--- src/rtl/l1_line_fetch_master_if.sv ---
// L1 <-> memory line-transfer bundle.
// master = the fetch engine, slave = L1 plus memory side.
interface l1_line_fetch_master_if;
  logic        REQ_VALID;
  logic        REQ_WRITE;
  logic [31:0] REQ_ADDR;
  logic        REQ_READY;
  logic [2:0]  WB_IDX;
  logic [31:0] WB_DATA;
  logic        FILL_VALID;
  logic [2:0]  FILL_IDX;
  logic [31:0] FILL_DATA;
  logic        DONE;
  logic        ERR;
  logic        MEM_VALID;
  logic        MEM_READY;
  logic        MEM_LOAD;
  logic        MEM_STORE;
  logic [31:0] MEM_DATA_OUT;
  logic [31:0] MEM_DATA_IN;
  logic        ACK_ADDR;
  logic [3:0]  ACK_DATA_L1;
  logic [3:0]  ACK_DATA_MEM;

  modport master (
    input  REQ_VALID, REQ_WRITE, REQ_ADDR, WB_DATA,
    input  MEM_READY, MEM_DATA_IN, ACK_DATA_MEM,
    output REQ_READY, WB_IDX, FILL_VALID, FILL_IDX, FILL_DATA,
    output DONE, ERR, MEM_VALID, MEM_LOAD, MEM_STORE,
    output MEM_DATA_OUT, ACK_ADDR, ACK_DATA_L1
  );

  modport slave (
    output REQ_VALID, REQ_WRITE, REQ_ADDR, WB_DATA,
    output MEM_READY, MEM_DATA_IN, ACK_DATA_MEM,
    input  REQ_READY, WB_IDX, FILL_VALID, FILL_IDX, FILL_DATA,
    input  DONE, ERR, MEM_VALID, MEM_LOAD, MEM_STORE,
    input  MEM_DATA_OUT, ACK_ADDR, ACK_DATA_L1
  );
endinterface

--- src/rtl/l1_line_fetch_master.sv ---
// Line refill / write-back initiator toward main memory.
// Define TIMEOUT_EN to add a watchdog abort after TIMEOUT_CYCLES.
module l1_line_fetch_master #(
  parameter int WORDS_PER_LINE  = 8,
  parameter int LINE_BYTES_LOG2 = 5
`ifdef TIMEOUT_EN
  , parameter int TIMEOUT_CYCLES = 256
`endif
) (
  input logic CLK,
  input logic RST_N,
  l1_line_fetch_master_if.master bus
);
  localparam logic [2:0]  LAST = 3'(WORDS_PER_LINE - 1);
  localparam logic [31:0] BASE_MASK =
    ~((32'd1 << LINE_BYTES_LOG2) - 32'd1);
  localparam logic [3:0]  NONE   = 4'hF;
  localparam logic [3:0]  ST_ACC = 4'hE;

  typedef enum logic [2:0] {
    IDLE, HANDSHAKE, ADDR, LOAD_DATA, STORE_DATA, FINISH
  } state_t;

  state_t      state;
  logic [31:0] base;
  logic        is_wr;
  logic [2:0]  k;
  logic        ld_hit;
  logic        st_hit;
  logic        addr_acc;
  logic        tmo;
  logic        abort;

  assign bus.REQ_READY = (state == IDLE);
  assign bus.WB_IDX    = k;

  assign ld_hit   = bus.ACK_DATA_MEM == {1'b0, k};
  // only ack a store word once its data is actually on the bus
  assign st_hit   = ld_hit && bus.ACK_DATA_L1 == {1'b0, k};
  assign addr_acc = is_wr ? bus.ACK_DATA_MEM == ST_ACC
                          : bus.ACK_DATA_MEM == 4'h0;

`ifdef TIMEOUT_EN
  localparam int WW = $clog2(TIMEOUT_CYCLES + 1);
  logic [WW-1:0] wd;
  logic          kick;

  always_comb begin
    kick = 1'b1;
    unique case (state)
      IDLE:       kick = 1'b1;
      HANDSHAKE:  kick = bus.MEM_READY;
      ADDR:       kick = !bus.MEM_READY || addr_acc;
      LOAD_DATA:  kick = !bus.MEM_READY || ld_hit;
      STORE_DATA: kick = !bus.MEM_READY || st_hit;
      FINISH:     kick = !bus.MEM_READY;
      default:    kick = 1'b1;
    endcase
  end

  always_ff @(posedge CLK or negedge RST_N) begin
    if (!RST_N)    wd <= '0;
    else if (kick) wd <= '0;
    else           wd <= wd + WW'(1);
  end

  assign tmo = !kick && (wd == WW'(TIMEOUT_CYCLES - 1));
`else
  assign tmo = 1'b0;
`endif

  assign abort = tmo || (!bus.MEM_READY &&
    (state inside {ADDR, LOAD_DATA, STORE_DATA}));

  always_ff @(posedge CLK or negedge RST_N) begin
    if (!RST_N) begin
      state            <= IDLE;
      base             <= '0;
      is_wr            <= 1'b0;
      k                <= '0;
      bus.MEM_VALID    <= 1'b0;
      bus.MEM_LOAD     <= 1'b0;
      bus.MEM_STORE    <= 1'b0;
      bus.MEM_DATA_OUT <= '0;
      bus.ACK_ADDR     <= 1'b0;
      bus.ACK_DATA_L1  <= NONE;
      bus.FILL_VALID   <= 1'b0;
      bus.FILL_IDX     <= '0;
      bus.FILL_DATA    <= '0;
      bus.DONE         <= 1'b0;
      bus.ERR          <= 1'b0;
    end else begin
      bus.FILL_VALID <= 1'b0;
      bus.DONE       <= 1'b0;
      bus.ERR        <= 1'b0;
      if (abort) begin
        state           <= IDLE;
        k               <= '0;
        bus.MEM_VALID   <= 1'b0;
        bus.MEM_LOAD    <= 1'b0;
        bus.MEM_STORE   <= 1'b0;
        bus.ACK_ADDR    <= 1'b0;
        bus.ACK_DATA_L1 <= NONE;
        bus.ERR         <= 1'b1;
      end else begin
        unique case (state)
          IDLE: if (bus.REQ_VALID) begin
            base          <= bus.REQ_ADDR & BASE_MASK;
            is_wr         <= bus.REQ_WRITE;
            k             <= '0;
            bus.MEM_VALID <= 1'b1;
            bus.MEM_LOAD  <= !bus.REQ_WRITE;
            bus.MEM_STORE <= bus.REQ_WRITE;
            state         <= HANDSHAKE;
          end
          HANDSHAKE: if (bus.MEM_READY) begin
            bus.MEM_DATA_OUT <= base;
            bus.ACK_ADDR     <= 1'b1;
            state            <= ADDR;
          end
          ADDR: if (addr_acc) begin
            bus.ACK_ADDR    <= 1'b0;
            bus.ACK_DATA_L1 <= 4'h0;
            if (is_wr) begin
              bus.MEM_DATA_OUT <= bus.WB_DATA;
              state            <= STORE_DATA;
            end else begin
              bus.FILL_VALID <= 1'b1;
              bus.FILL_IDX   <= 3'd0;
              bus.FILL_DATA  <= bus.MEM_DATA_IN;
              k              <= 3'd1;
              state          <= LOAD_DATA;
            end
          end
          LOAD_DATA: if (ld_hit) begin
            bus.FILL_VALID  <= 1'b1;
            bus.FILL_IDX    <= k;
            bus.FILL_DATA   <= bus.MEM_DATA_IN;
            bus.ACK_DATA_L1 <= {1'b0, k};
            if (k == LAST) state <= FINISH;
            else           k     <= k + 3'd1;
          end
          STORE_DATA: begin
            if (st_hit) begin
              if (k == LAST) state <= FINISH;
              else           k     <= k + 3'd1;
            end else begin
              bus.MEM_DATA_OUT <= bus.WB_DATA;
              bus.ACK_DATA_L1  <= {1'b0, k};
            end
          end
          FINISH: if (!bus.MEM_READY) begin
            bus.MEM_VALID   <= 1'b0;
            bus.MEM_LOAD    <= 1'b0;
            bus.MEM_STORE   <= 1'b0;
            bus.ACK_ADDR    <= 1'b0;
            bus.ACK_DATA_L1 <= NONE;
            bus.DONE        <= 1'b1;
            k               <= '0;
            state           <= IDLE;
          end
          default: state <= IDLE;
        endcase
      end
    end
  end
endmodule

--- src/flat_wrapper.sv ---
// flat-port wrapper written by rule: the top's interface ports become plain ports
module l1_line_fetch_master_flat 
#(
  parameter int WORDS_PER_LINE  = 8,
  parameter int LINE_BYTES_LOG2 = 5

)
  (CLK, RST_N, bus_REQ_VALID, bus_REQ_WRITE, bus_REQ_ADDR, bus_WB_DATA, bus_MEM_READY, bus_MEM_DATA_IN, bus_ACK_DATA_MEM, bus_REQ_READY, bus_WB_IDX, bus_FILL_VALID, bus_FILL_IDX, bus_FILL_DATA, bus_DONE, bus_ERR, bus_MEM_VALID, bus_MEM_LOAD, bus_MEM_STORE, bus_MEM_DATA_OUT, bus_ACK_ADDR, bus_ACK_DATA_L1);
  l1_line_fetch_master_if bus_i ();
  input logic CLK;
  input logic RST_N;
  input wire logic [$bits(bus_i.REQ_VALID)-1:0] bus_REQ_VALID;
  input wire logic [$bits(bus_i.REQ_WRITE)-1:0] bus_REQ_WRITE;
  input wire logic [$bits(bus_i.REQ_ADDR)-1:0] bus_REQ_ADDR;
  input wire logic [$bits(bus_i.WB_DATA)-1:0] bus_WB_DATA;
  input wire logic [$bits(bus_i.MEM_READY)-1:0] bus_MEM_READY;
  input wire logic [$bits(bus_i.MEM_DATA_IN)-1:0] bus_MEM_DATA_IN;
  input wire logic [$bits(bus_i.ACK_DATA_MEM)-1:0] bus_ACK_DATA_MEM;
  output wire logic [$bits(bus_i.REQ_READY)-1:0] bus_REQ_READY;
  output wire logic [$bits(bus_i.WB_IDX)-1:0] bus_WB_IDX;
  output wire logic [$bits(bus_i.FILL_VALID)-1:0] bus_FILL_VALID;
  output wire logic [$bits(bus_i.FILL_IDX)-1:0] bus_FILL_IDX;
  output wire logic [$bits(bus_i.FILL_DATA)-1:0] bus_FILL_DATA;
  output wire logic [$bits(bus_i.DONE)-1:0] bus_DONE;
  output wire logic [$bits(bus_i.ERR)-1:0] bus_ERR;
  output wire logic [$bits(bus_i.MEM_VALID)-1:0] bus_MEM_VALID;
  output wire logic [$bits(bus_i.MEM_LOAD)-1:0] bus_MEM_LOAD;
  output wire logic [$bits(bus_i.MEM_STORE)-1:0] bus_MEM_STORE;
  output wire logic [$bits(bus_i.MEM_DATA_OUT)-1:0] bus_MEM_DATA_OUT;
  output wire logic [$bits(bus_i.ACK_ADDR)-1:0] bus_ACK_ADDR;
  output wire logic [$bits(bus_i.ACK_DATA_L1)-1:0] bus_ACK_DATA_L1;
  assign bus_i.REQ_VALID = bus_REQ_VALID;
  assign bus_i.REQ_WRITE = bus_REQ_WRITE;
  assign bus_i.REQ_ADDR = bus_REQ_ADDR;
  assign bus_i.WB_DATA = bus_WB_DATA;
  assign bus_i.MEM_READY = bus_MEM_READY;
  assign bus_i.MEM_DATA_IN = bus_MEM_DATA_IN;
  assign bus_i.ACK_DATA_MEM = bus_ACK_DATA_MEM;
  assign bus_REQ_READY = bus_i.REQ_READY;
  assign bus_WB_IDX = bus_i.WB_IDX;
  assign bus_FILL_VALID = bus_i.FILL_VALID;
  assign bus_FILL_IDX = bus_i.FILL_IDX;
  assign bus_FILL_DATA = bus_i.FILL_DATA;
  assign bus_DONE = bus_i.DONE;
  assign bus_ERR = bus_i.ERR;
  assign bus_MEM_VALID = bus_i.MEM_VALID;
  assign bus_MEM_LOAD = bus_i.MEM_LOAD;
  assign bus_MEM_STORE = bus_i.MEM_STORE;
  assign bus_MEM_DATA_OUT = bus_i.MEM_DATA_OUT;
  assign bus_ACK_ADDR = bus_i.ACK_ADDR;
  assign bus_ACK_DATA_L1 = bus_i.ACK_DATA_L1;
  l1_line_fetch_master #(.WORDS_PER_LINE(WORDS_PER_LINE), .LINE_BYTES_LOG2(LINE_BYTES_LOG2)) u_core (.CLK(CLK), .RST_N(RST_N), .bus(bus_i));
endmodule
--- config.mk ---
export PLATFORM = sky130hd
export DESIGN_NAME = l1_line_fetch_master_flat
export DESIGN_NICKNAME = d
export VERILOG_FILES = /design/src/rtl/l1_line_fetch_master_if.sv /design/src/rtl/l1_line_fetch_master.sv /design/src/flat_wrapper.sv
export SDC_FILE = /design/constraint.sdc
export NUM_CORES = 1
export LEC_CHECK = 0
export ABC_CLOCK_PERIOD_IN_PS = 3800
export BUFFER_PORTS_ARGS = -buffer_cell sky130_fd_sc_hd__clkbuf_2
export CORE_MARGIN = 2
export CORE_UTILIZATION = 54
export CTS_CLUSTER_DIAMETER = 60
export CTS_CLUSTER_SIZE = 20
export DETAILED_ROUTE_END_ITERATION = 10
export PLACE_DENSITY = 0.95
export SYNTH_ARGS = -nofsm -noshare
export SYNTH_HDL_FRONTEND = slang
export SYNTH_SLANG_ARGS = --single-unit
--- constraint.sdc ---
create_clock -name CLK -period 3.8 [get_ports CLK]
set_input_delay 0.38 -clock CLK [delete_from_list [all_inputs] [get_ports CLK]]
set_output_delay 0.38 -clock CLK [all_outputs]
set_load 0.02 [all_outputs]
== Yosys cells after proc, flatten, opt, wreduce, memory -nomap -nowiden ==
Cells that the tools add are included.

* Input port bits: 105
* Output and inout port bits: 82
* Word-level logic and storage cells: 122
* Register bits: 112

* Mux-type cells: 61
* Equal/unequal tests: 23
* Add/subtract/negate cells: 1
* Reduce and logical (&&, ||, !) cells: 21
* Bitwise gates (word level): 1

{| class="wikitable"
|+ Operators by type and width
! operator !! count
|-
| $mux W32 || 7
|-
| $pmux W32 S3 || 1
|-
| $pmux W32 S2 || 1
|-
| $mux W3 || 19
|-
| $mux W4 || 5
|-
| $mux W1 || 19
|-
| $pmux W3 S6 || 1
|-
| $pmux W4 S4 || 1
|-
| $pmux W3 S5 || 1
|-
| $reduce_and A6 Y1 || 2
|-
| $reduce_and A5 Y1 || 2
|-
| $eq A3 B3 Y1 const B || 3
|-
| $ne A3 B1 Y1 const B || 3
|-
| $ne A3 B2 Y1 const B || 3
|-
| $reduce_bool A3 Y1 || 3
|-
| $eq A4 B3 Y1 || 2
|-
| $pmux W1 S2 || 4
|-
| $reduce_and A7 Y1 || 1
|-
| $eq A3 B2 Y1 const B || 2
|-
| $ne A2 B1 Y1 const B || 3
|-
| $ne A2 B2 Y1 const B || 3
|-
| $ne A3 B3 Y1 const B || 2
|-
| $pmux W3 S2 || 1
|-
| $reduce_and A3 Y1 || 2
|-
| other kinds (14) || 16
|}

== Depth between registers and ports, before layout ==
* Word-level depth: 5
* Mapped depth: 9
* Gate-level depth less buffers: 8

== Worst setup path before layout ==
OpenSTA, ideal clock, no wires.

* Kind: register to register
* From: register u_core.k[0] (netlist: u_core.bus.WB_IDX[0])
* To: register u_core.state[0]
* Path slack: 1.616 ns
* Stages on the path, launching flop included: 7
* Arrival: 2.056 ns
* Path through: dfrtp_1 > buf_2 > xor2_1 > nor4_1 > a21oi_1 > nor4_4 > mux2_1

* Longest elaborated chain between the ends: 5

{| class="wikitable"
|+ Ends and longest elaborated chain
! element !! RTL line !! text
|-
| start: declaration || l1_line_fetch_master.sv:27 || <nowiki>logic [2:0] k;</nowiki>
|-
| start signal: assignment || l1_line_fetch_master.sv:141 || <nowiki>else k <= k + 3'd1;</nowiki>
|-
| start signal: assignment || l1_line_fetch_master.sv:146 || <nowiki>else k <= k + 3'd1;</nowiki>
|-
| $eq A3 B3 Y1 || l1_line_fetch_master.sv:140, l1_line_fetch_master.sv:145 ||
|-
| $mux W3 || n/a ||
|-
| $mux W3 (on tied branches) || n/a ||
|-
| $pmux W3 S6 || n/a ||
|-
| $mux W3 || n/a ||
|-
| end signal: assignment || l1_line_fetch_master.sv:77 || <nowiki>state <= IDLE;</nowiki>
|-
| end signal: assignment || l1_line_fetch_master.sv:97 || <nowiki>state <= IDLE;</nowiki>
|-
| end signal: assignment || l1_line_fetch_master.sv:114 || <nowiki>state <= HANDSHAKE;</nowiki>
|-
| end: declaration || l1_line_fetch_master.sv:24 || <nowiki>state_t state;</nowiki>
|}

Parallel ways exist; a longest one is shown, timed or not. The select of a mux whose other input is x is not followed.
A chain may end at the register's enable or synchronous reset.

== Worst setup path after layout ==
* From: register u_core.state[2]
* To: register u_core.bus.MEM_DATA_OUT[30]

* Longest elaborated chain between the ends: 5

{| class="wikitable"
|+ Ends and longest elaborated chain
! element !! RTL line !! text
|-
| $eq A3 B2 Y1, or another cell as far along || l1_line_fetch_master.sv:73, l1_line_fetch_master.sv:106 ||
|-
| $reduce_bool A3 Y1 || l1_line_fetch_master.sv:73 || <nowiki>(state inside {ADDR, LOAD_DATA, STORE_DATA}));</nowiki>
|-
| $logic_and A1 B1 Y1 || l1_line_fetch_master.sv:72 || <nowiki>assign abort = tmo || (!bus.MEM_READY &&</nowiki>
|-
| $not A1 Y1 (no line) || n/a ||
|-
| $reduce_and A6 Y1 (no line) || n/a ||
|-
| end signal: assignment || l1_line_fetch_master.sv:117 || <nowiki>bus.MEM_DATA_OUT <= base;</nowiki>
|-
| end signal: assignment || l1_line_fetch_master.sv:125 || <nowiki>bus.MEM_DATA_OUT <= bus.WB_DATA;</nowiki>
|-
| end signal: assignment || l1_line_fetch_master.sv:148 || <nowiki>bus.MEM_DATA_OUT <= bus.WB_DATA;</nowiki>
|-
| end: declaration || l1_line_fetch_master_if.sv:30 || <nowiki>output MEM_DATA_OUT, ACK_ADDR, ACK_DATA_L1</nowiki>
|}

Parallel ways exist; a longest one is shown, timed or not.

==> summary.txt <==
status = complete, no violations
first-pass GRT wire length = 20100 um
Max Freq = 376 MHz
CP required = 4070 ps
Seq/Total Area, Yosys = 53.4%
Post-synth ARST share = 100%
Synth top area share = 51.4%
CP startpoint kind = flip-flop
top_reg_cell synth = dfrtp_1
drt pass-1 iters = 5
Mapped Area = 5260 sq um
Final Cycle Share = 70.0%
Die X = 103 um
Cell Pwr Density = 918 nW/um^2
initial antenna violation count = 0
hold buffer count at cts = 0
CTS Buffer Depth = 2
final hold vios = 0
Worst Skew = 18.9 ps
Design Area, Final = 6520 sq um
final RePlAce weighted congestion = 0.945
Syn Area/Cell = 11.7 sq um
Cell Chain, Critical Path = inv_1 -> ha_1 -> inv_1 -> a21o_1 -> o31a_1 -> o21a_1 -> buf_4 -> mux2_2
Area Overhead vs Synth = 23.9%
Peak VDD IR = 0.576 mV
DRC Markers = 0
CP max stage cell = dfrtp_1
relative slew slack = 28.4%
syn nets = 560
CTS tree = done
detailed placer's ending HPWL = 9340 um
Num CTS Buffers = 9
DRT iter0 DRCs = 164
# fillers = 706
Worst Path Max Fanout = 32
root buffer cell = clkbuf_8
Worst-path clk slew = 120 ps
post-CTS setup buffers = 0
Synth area leader = dfrtp_1
clock sink count = 112
Die Footprint = 10500 sq um
EDFF count, synth = 0
Final Net Count = 735
final setup fails = 0
most frequent cells in the layout = clkbuf_2, dfrtp_1, nand2_1
count of pins over their slew limit = 0
via count = 4081
top cells by area, synth = dfrtp_1, mux2_2, nand2_1
clk_lat worst skew = 390 ps
synthesis warning total = 0
Pleak = 0.00336 uW
antenna viol nets, final = 0
post-CTS sizing = 0
All-Layer GR Usage = 24.9%
IO buf count = 181
I/O pin count = 187
RSZ-0062 raised after global routing = no
vias in the first global route = 4158
Initial Utilization = 54.8%
HP Class = in -> reg
Wirelength per Cell = 17.0 um
Cell variety after synth = 49
Crit Path Category = reg -> reg
Max-Cap Viols = 0
Tmin final = 2660 ps
largest net degree at the start of global routing = 86
FP Rows = 36
via/cell ratio = 5.34
CP most frequent cell = inv_1
crit end category = flip-flop
Yosys reg bits = 112
Largest stage delay, worst path = 610 ps
die height = 103 um
TNS Setup = 0 ps
Post-DP Area = 6280 sq um
CP arrival = 2930 ps
grt total ovfl = 0
Total Wirelength = 13000 um
synthesized instance count = 451
Core Area = 9590 sq um
share of cells above drive strength 1 = 49.1%
final core occ = 67.9%
ant diodes = 0
Worst-Margin Slew = 1070 ps
Min Hold Slack = 172 ps
commonest non-fill, non-tap cell in the layout = clkbuf_2
H-tree level count = 3
kinds of logic after synthesis:
| logic type | Yosys count | share of synthesized area (%) |
|---|---|---|
| fa+ha+maj | 4 | 0.952 |
| buf+inv | 39 | 3.59 |
| flops | 112 | 53.4 |
| compound gates | 46 | 6.45 |
| xor+xnor | 7 | 1.17 |
| mux | 97 | 21.6 |
| simple gates | 146 | 12.9 |
final cells by class:
| class | instances | area, sq um | area share [%] |
|---|---|---|---|
| clock inverters | 6 | 103 | 1.57 |
| flip-flops and latches | 112 | 2810 | 43.1 |
| repair buffers | 189 | 968 | 14.9 |
| multi-input cells | 300 | 2280 | 35.0 |
| inverters | 14 | 52.6 | 0.806 |
| well taps | 133 | 166 | 2.55 |
| clock buffers | 10 | 138 | 2.11 |
per-stage QoR:
| stage | instances | setup slack, ps | power [uW] |
|---|---|---|---|
| after floorplan | 451 | 1620 | 4290 |
| after global placement | 748 | 1250 | 4980 |
| after detailed placement | 748 | 1180 | 5170 |
| after CTS | 764 | 1160 | 6010 |
| after global routing | 764 | 951 | 6370 |
| final | 764 | 1140 | 5980 |
per-layer routing:
layer	wire (um)	vias up	part of all wire [%]	GRT usage, %
met5	0	-	0	0
met4	234	0	1.8	9.95
met3	993	25	7.7	8.75
met2	6730	174	52	41.3
met1	5010	1991	39	29.8
li1	-	1891	-	-
report_power, final:
group	internal [uW]	leakage (uW)	total (uW)	switching, uW
clock	400	0.000120	819	419
combinational	1360	0.00185	3040	1680
sequential	1750	0.00139	2120	372
synth_stat cells, types with 2 or more instances:
cell,n
clkbuf_1,12
nor2_1,5
o2bb2ai_1,2
a22oi_1,2
buf_4,3
nand2_1,101
inv_1,14
a21oi_1,12
mux2_4,14
o31a_1,2
buf_6,3
buf_2,7
dfrtp_1,108
nor4_4,2
o32a_1,2
nor2b_1,6
xor2_1,7
ha_1,4
a22o_1,2
o21ai_0,9
a21o_1,2
o21a_1,2
nand2b_1,5
nand3_1,10
mux2i_1,7
nor3_1,6
o32ai_1,2
mux2_2,75
nor4_1,2
dfstp_2,4
worst max-delay path: cells and delay by family, from the launching register on:
family | cells | cell delay (ps)
AOI/OAI and AO/OA | 3 | 580
muxes | 1 | 390
adders and majority gates | 1 | 290
buffers and inverters | 3 | 630
DFF | 1 | 610
path summary, 6_finish.rpt:
kind / from / end / slack (ps) / depth (start not counted)
worst max-delay path: u_core.state[2] / u_core.bus.MEM_DATA_OUT[30] / 1140 / 8
worst min register to register: u_core.base[6] / u_core.base[6] / 480 / 2
worst max register to register: u_core.state[2] / u_core.bus.MEM_DATA_OUT[30] / 1140 / 8
min in group asynchronous: RST_N / u_core.base[18] / 180 / 1
max in group asynchronous: RST_N / u_core.bus.MEM_DATA_OUT[8] / 2800 / 2
worst min-delay path: bus_REQ_ADDR[31] / u_core.base[31] / 170 / 3
flip-flops by register name, summed over array words and instances (netlist names):
name                     flops
u_core.bus.ERR               1
u_core.is_wr                 1
u_core.bus.ACK_DATA_L1       4
u_core.state                 3
u_core.bus.FILL_VALID        1
u_core.bus.ACK_ADDR          1
u_core.bus.WB_IDX            3
u_core.bus.MEM_LOAD          1
u_core.bus.MEM_STORE         1
u_core.bus.FILL_DATA        32
u_core.bus.MEM_VALID         1
u_core.bus.MEM_DATA_OUT     32
u_core.bus.DONE              1
u_core.base                 27
u_core.bus.FILL_IDX          3
Power figures use the tool's default switching activity.
